===== config.mk =====
export PLATFORM = sky130hd
export DESIGN_NAME = sc_s2b_decoder
export DESIGN_NICKNAME = d
export VERILOG_FILES = /design/src/rtl/sc_s2b_decoder.sv
export SDC_FILE = /design/constraint.sdc
export NUM_CORES = 1
export LEC_CHECK = 0
export CAP_MARGIN = 20
export CELL_PAD_IN_SITES_DETAIL_PLACEMENT = 1
export CELL_PAD_IN_SITES_GLOBAL_PLACEMENT = 1
export CORE_MARGIN = 3
export CORE_UTILIZATION = 39
export DETAILED_ROUTE_END_ITERATION = 6
export GPL_TIMING_DRIVEN = 1
export HOLD_SLACK_MARGIN = 0.02
export PLACE_DENSITY_LB_ADDON = 0.25
export SETUP_SLACK_MARGIN = 0.1
export SLEW_MARGIN = 0
export SYNTH_ARGS = -nofsm -noshare
export SYNTH_HDL_FRONTEND = slang
export SYNTH_SLANG_ARGS = --single-unit
export TNS_END_PERCENT = 30

===== constraint.sdc =====
create_clock -name clk -period 1.9 [get_ports clk]
set_input_delay 0.38 -clock clk [delete_from_list [all_inputs] [get_ports clk]]
set_output_delay 0.38 -clock clk [all_outputs]
set_load 0.02 [all_outputs]

===== src/rtl/sc_s2b_decoder.sv =====
// ---------------------------------------------------------------------------
// sc_s2b_decoder
//   Stochastic-to-binary decoder. It counts the ones in a unipolar or bipolar
//   bitstream over a fixed window of 2^WIDTH samples. At the end of each window
//   it outputs the binary estimate together with a one-cycle valid pulse.
//
//   Parameters
//     WIDTH    result width; the window is 2^WIDTH samples long
//     BIPOLAR  0: unsigned count, 1: two's-complement (count - 2^(WIDTH-1))
//
//   Ports
//     clk        clock, rising edge
//     rst_n      asynchronous reset, active low
//     start      begin a window (sampled only in IDLE)
//     cont       continuous mode, sampled on the final sample edge
//     bitstream  stochastic input bit, one sample per cycle in RUN
//     busy       high while a window is being collected
//     result     decoded value, held until the next valid
//     valid      one-cycle pulse when result updates
// ---------------------------------------------------------------------------
module sc_s2b_decoder #(
    parameter int WIDTH   = 4,
    parameter bit BIPOLAR = 1'b0
) (
    input  logic             clk,
    input  logic             rst_n,
    input  logic             start,
    input  logic             cont,
    input  logic             bitstream,
    output logic             busy,
    output logic [WIDTH-1:0] result,
    output logic             valid
);

    typedef enum logic {IDLE = 1'b0, RUN = 1'b1} state_t;

    state_t             r_state;
    state_t             w_next_state;
    logic [WIDTH:0]     r_acc;
    logic [WIDTH-1:0]   r_wcnt;
    logic [WIDTH-1:0]   r_result;
    logic               r_valid;

    logic               w_last;
    logic               w_start_win;
    logic [WIDTH:0]     w_count;
    logic [WIDTH-1:0]   w_decoded;

    assign w_last      = (r_state == RUN) && (r_wcnt == {WIDTH{1'b1}});
    assign w_start_win = (r_state == IDLE) && start;
    // The final sample is included in the count. The WIDTH+1 bit width holds 2^WIDTH.
    assign w_count     = r_acc + {{WIDTH{1'b0}}, bitstream};

    // A full count of 2^WIDTH cannot be represented in WIDTH bits, so it
    // saturates to the largest value. In bipolar mode, subtracting
    // 2^(WIDTH-1) modulo 2^WIDTH is the same as inverting the MSB.
    always_comb begin
        w_decoded = w_count[WIDTH-1:0];
        if (w_count[WIDTH]) begin
            w_decoded = BIPOLAR ? {1'b0, {(WIDTH-1){1'b1}}} : {WIDTH{1'b1}};
        end else if (BIPOLAR) begin
            w_decoded[WIDTH-1] = ~w_count[WIDTH-1];
        end
    end

    always_comb begin
        w_next_state = r_state;
        case (r_state)
            IDLE:    if (start) w_next_state = RUN;
            RUN:     if (w_last && !cont) w_next_state = IDLE;
            default: w_next_state = IDLE;
        endcase
    end

    always_ff @(posedge clk or negedge rst_n) begin
        if (!rst_n) begin
            r_state <= IDLE;
        end else begin
            r_state <= w_next_state;
        end
    end

    always_ff @(posedge clk or negedge rst_n) begin
        if (!rst_n) begin
            r_acc    <= '0;
            r_wcnt   <= '0;
            r_result <= '0;
            r_valid  <= 1'b0;
        end else begin
            r_valid <= 1'b0;
            if (w_start_win) begin
                r_acc  <= '0;
                r_wcnt <= '0;
            end else if (r_state == RUN) begin
                if (w_last) begin
                    // Clearing here lets the next edge take sample 0 of the
                    // following window when cont=1, so there is no gap.
                    r_result <= w_decoded;
                    r_valid  <= 1'b1;
                    r_acc    <= '0;
                    r_wcnt   <= '0;
                end else begin
                    r_acc  <= w_count;
                    r_wcnt <= r_wcnt + 1'b1;
                end
            end
        end
    end

    assign busy   = (r_state == RUN);
    assign result = r_result;
    assign valid  = r_valid;

endmodule

==> Word level (Yosys, flattened, before mapping) <==
Index checks and enable logic that the tools add are counted.
{ "op_classes": {"addsub": 2, "muxes": 13, "n_eq_ne": 1, "bitwise_logic": 2, "n_reduce_logical": 6} }
{ "ops": {"columns": ["op", "n"], "rows": [
  ["2-to-1 mux 4 bit", 4],
  ["2-to-1 mux 5 bit", 3],
  ["adder 5 x 1 -> 5 bit", 1],
  ["2-to-1 mux 1 bit", 5],
  ["adder 4 x 1 -> 4 bit, second input constant", 1],
  ["equality test 4 bit, second input constant", 1],
  ["logical AND 1 bit", 3],
  ["AND reduction 3 bit", 1],
  ["NOT 1 bit", 2],
  ["one-hot mux 1 bit (2 select lines)", 1],
  ["nonzero test 2 bit", 1],
  ["logical NOT 1 bit", 1]
]} }
{ "word_totals": {"word_cells": 29, "inputBits": 5, "output_inout_bits": 6, "reg_bits": 15} }

==> Depth between registers and ports, before layout <==
{ "logic_depth": {"ltp_word": 5, "mapped_depth": 5, "mapped_depth_nobuf": 5} }

==> Worst setup path after synthesis <==
OpenSTA, ideal clock, no wires.
{ "synth_timing": {"path_type": "input port to flip-flop", "from": "input port bitstream", "to": "register r_result[2], in the netlist result[2]", "arrival_time_ns": 1.191, "t_required_ns": 1.767, "slack_ns": 0.577, "setup_ns": 0.133, "path_stages": 5, "n_path_buf": 0, "cell_sequence": "ha_1 ha_1 nand3_2 xor2_2 a31oi_1"} }
{ "synth_via": {"elab_chain_cells": 2} }
{ "synth_lines": {"columns": ["element", "line_no", "source"], "rows": [
  ["start, declared", "29", "input logic bitstream,"],
  ["adder 5 x 1 -> 5 bit", "52", "assign w_count = r_acc + {{WIDTH{1'b0}}, bitstream};"],
  ["2-to-1 mux 4 bit", "59", "if (w_count[WIDTH]) begin"],
  ["end signal, assigned", "98", "r_result <= w_decoded;"],
  ["end, declared", "41", "logic [WIDTH-1:0] r_result;"]
]} }
No other way between the ends.
A chain may end at the register's enable or synchronous reset.

==> Worst setup path after layout <==
{ "layout_timing": {"from": "register r_result[2], in the netlist result[2]", "to": "output port result[2]"} }
{ "layout_rtl": {"columns": ["element", "line_no", "source"], "rows": [
  ["end, declared", "31", "output logic [WIDTH-1:0] result,"]
]} }
No word-level cell between the ends.

==> tab_implementation.tex <==
\begin{tabular}{lr}
\hline
Metric & Value \\
\hline
\multicolumn{2}{l}{\textbf{Run status}} \\
Run status & finished, final reports clean \\
\multicolumn{2}{l}{\textbf{Critical path}} \\
Worst setup SP type & flop \\
Worst-path cell with the longest stage delay & sky130\_fd\_sc\_hd\_\_clkdlybuf4s50\_1 \\
Largest fanout on the critical path & 2 \\
Critical setup path kind & reg2out \\
CP bufs+invs & 1 \\
Data required time of the critical path & 1.52 ns \\
Worst setup startpoint & result[2] \\
Worst path cell trace & clkdlybuf4s50\_1 \\
Data arrival time of the critical path & 1.25 ns \\
Reg-to-reg startpoint & r\_acc[0] \\
CP peak stage delay & 0.60 ns \\
Largest delay share family, worst path & buffers and inverters \\
Crit path capture type & output pin \\
\multicolumn{2}{l}{\textbf{Timing}} \\
Final cycle utilization of the critical path & 85.69\% \\
Number of endpoints failing setup at the final stage & 0 \\
RSZ-0062 raised after global routing & no \\
Count of pins over their slew limit & 0 \\
Final hold vios & 0 \\
Post-route clock skew & 0.005313 ns \\
Aggregate negative setup slack & 0 ns \\
Crit path time final & 1.628 ns \\
Worst slew margin relative to its limit & 73.93\% \\
Worst-case hold slack & 0.4061 ns \\
Minimum setup slack in the final design & 0.2718 ns \\
Highest clock rate & 614.2 MHz \\
Tightest Pin Transition & 0.3906 ns \\
\multicolumn{2}{l}{\textbf{Final layout}} \\
Area delta synth->final & 22.69\% \\
Share of layout cells above drive strength 1 & 14.10\% \\
Number of antenna diodes & 0 \\
Layout fillers & 178 \\
Net count of the finished layout & 87 \\
Count of placed standard cells in the final layout, fillers left out & 102 \\
Post-Layout Inst Area & 865.8 µm² \\
\multicolumn{2}{l}{\textbf{Logic synthesis}} \\
Post-synth EDFFs & 0 \\
Yosys warns & 0 \\
Biggest area consumer among synthesized cells & sky130\_fd\_sc\_hd\_\_dfrtp\_1 \\
Register bit total from synthesis & 15 \\
Avg Inst Size Synth & 11.20 µm² \\
Top cells by area in the synthesized netlist & sky130\_fd\_sc\_hd\_\_dfrtp\_1, sky130\_fd\_sc\_hd\_\_ha\_1, sky130\_fd\_sc\_hd\_\_nor2\_1 \\
Share of the synthesized area in the top cell type & 53.19\% \\
Commonest cells post-synth & sky130\_fd\_sc\_hd\_\_dfrtp\_1, sky130\_fd\_sc\_hd\_\_nor2\_1, sky130\_fd\_sc\_hd\_\_nand2\_1 \\
Async SR Flop Fraction & 100.0\% \\
Mapped Cells & 63 \\
Synthesized netlist net count & 71 \\
Sequential share of the synthesized area & 53.19\% \\
Top-count cell post-synth & sky130\_fd\_sc\_hd\_\_dfrtp\_1 \\
Post-synthesis instance area & 705.7 µm² \\
Most frequently used flop master after synthesis & sky130\_fd\_sc\_hd\_\_dfrtp\_1 \\
Cell variety after synth & 22 \\
\multicolumn{2}{l}{\textbf{Power}} \\
Static leakage & 0.0003522 µW \\
Ratio of total power to cell area & 1560 mW/mm² \\
IR drop worst, VDD & 0.0006592 V \\
\multicolumn{2}{l}{\textbf{Clock network}} \\
Clock-pin transition on the worst setup and hold timing paths & 0.09 ns \\
Level count of the clock H-tree & 1 \\
Number of cells upsized or downsized after cts & 0 \\
Post-CTS repair timing setup buffer count & 0 \\
TritonCTS clock tree & yes \\
Number of buffers inserted by hold repair at cts & 0 \\
Root Buffer & sky130\_fd\_sc\_hd\_\_clkbuf\_4 \\
Clock net sink count & 15 \\
Total CTS buffers & 3 \\
Maximum number of buffers from clock root to sink & 2 \\
Insertion delay to the later sink of the worst-skew pair & 0.28 ns \\
\multicolumn{2}{l}{\textbf{Die}} \\
Core outline area & 0.001594 mm² \\
Initial Utilization & 44.27\% \\
Floorplan row count & 14 \\
Ports placed on the boundary & 11 \\
Floorplan die area & 0.002356 mm² \\
Die Height & 48.54 µm \\
DIE WIDTH & 48.54 µm \\
\multicolumn{2}{l}{\textbf{Global route}} \\
First-pass GRT wire length & 2594 µm \\
Number of antenna violations at the first check in global routing & 0 \\
Pin count of the biggest net entering global routing & 16 \\
GR Overflow Total & 0 \\
Total routing resource utilization after global routing & 14.13\% \\
Vias in the first global route & 584 \\
\multicolumn{2}{l}{\textbf{Placement}} \\
Post-place instance area & 839.6 µm² \\
Half-perimeter wire length of the detailed placement result & 1079 µm \\
Placement Setup Slack & 0.01026 ns \\
Total placed cells including tap cells & 98 \\
\# port buffers & 10 \\
Final weighted congestion of routability-driven global placement & 0.7408 \\
\multicolumn{2}{l}{\textbf{Routing}} \\
Number of nets with antenna violations after detailed routing & 0 \\
WL per Instance & 13.75 µm \\
First drt pass iteration count & 3 \\
Remaining design rule violation count & 0 \\
Vias after detailed routing & 541 \\
Routed wire length & 1402 µm \\
Starting DRC count in detailed routing & 4 \\
Detail-routed via count per cell & 5.304 \\
\multicolumn{2}{l}{\textbf{Run}} \\
MaxCap Viol Count & 0 \\
\multicolumn{2}{l}{\textbf{Min path}} \\
Min-delay worst type & in2async \\
\hline
\end{tabular}
## final timing paths
path | cells past startpoint | slack, ns | to
max | 1 | 0.27 | result[2]
min | 2 | 0.41 | r_wcnt[2]
max reg2reg | 5 | 0.48 | result[3]
min reg2reg | 1 | 0.52 | r_acc[0]
max in group asynchronous | 2 | 1.32 | result[1]
min in group clk | 1 | 0.52 | r_acc[0]
## metal layers
layer / global-route usage [%] / wire length, µm / up-vias
met5: 0 / 0 / -
met3: 6.748 / 66 / 4
li1: - / - / 256
met4: 3.318 / 24 / 0
met1: 17.90 / 683 / 270
met2: 21.79 / 626 / 11
## cells in the final DEF, fill, tap and decap left out
master,Yosys,routed
sky130_fd_sc_hd__a21oi_1,2,2
sky130_fd_sc_hd__nand3_1,3,3
sky130_fd_sc_hd__buf_4,0,2
sky130_fd_sc_hd__a32o_1,2,2
sky130_fd_sc_hd__o21ai_0,2,2
sky130_fd_sc_hd__clkinv_4,1,1
sky130_fd_sc_hd__a31oi_1,3,3
sky130_fd_sc_hd__xor2_1,1,1
sky130_fd_sc_hd__o21ai_1,4,4
sky130_fd_sc_hd__nand4b_1,2,2
sky130_fd_sc_hd__clkdlybuf4s50_1,0,10
sky130_fd_sc_hd__clkbuf_1,0,1
sky130_fd_sc_hd__xor2_2,1,1
sky130_fd_sc_hd__nor2_2,1,1
sky130_fd_sc_hd__dfrtp_1,15,15
sky130_fd_sc_hd__xnor2_1,1,1
sky130_fd_sc_hd__a41oi_1,1,1
sky130_fd_sc_hd__a22o_1,1,1
sky130_fd_sc_hd__nand4_4,1,1
sky130_fd_sc_hd__nand3_2,2,2
sky130_fd_sc_hd__ha_1,3,3
sky130_fd_sc_hd__nand2_1,6,6
sky130_fd_sc_hd__nor2b_1,1,1
sky130_fd_sc_hd__nor2_1,9,9
sky130_fd_sc_hd__clkbuf_4,0,3
## cell type report
class	count	area (µm²)	share of cell area, %
Sequential cell	15	375.4	43.35
Multi-Input combinational cell	46	310.3	35.84
Timing Repair Buffer	12	115.1	13.29
Tap cell	24	30.03	3.468
Clock buffer	4	26.28	3.035
Inverter	1	8.758	1.012
## report_power, final
group          leakage (µW)  internal, µW  switching [µW]
combinational      0.000160           285             287
clock             0.0000150          81.5            96.2
sequential         0.000178           458             143
total              0.000352           825             526
## sequential cells by signal, summed over array words and instances (netlist names)
name    cells
valid       1
busy        1
r_acc       5
r_wcnt      4
result      4
## stage by stage
step | total power (µW) | util, %
floorplan | 971.0 | -
global placement | 1162 | 52.67
detailed placement | 1189 | 52.67
CTS | 1370 | 54.32
global route | 1472 | 54.32
finish | 1351 | 54.32
## cell families after synthesis
logic type,share of synthesized area [%]
compound gates,13.65
xor+xnor,4.788
fa+ha+maj,5.320
buf+inv,2.837
flops,53.19
simple gates,20.21
Power figures use the tool's default switching activity.
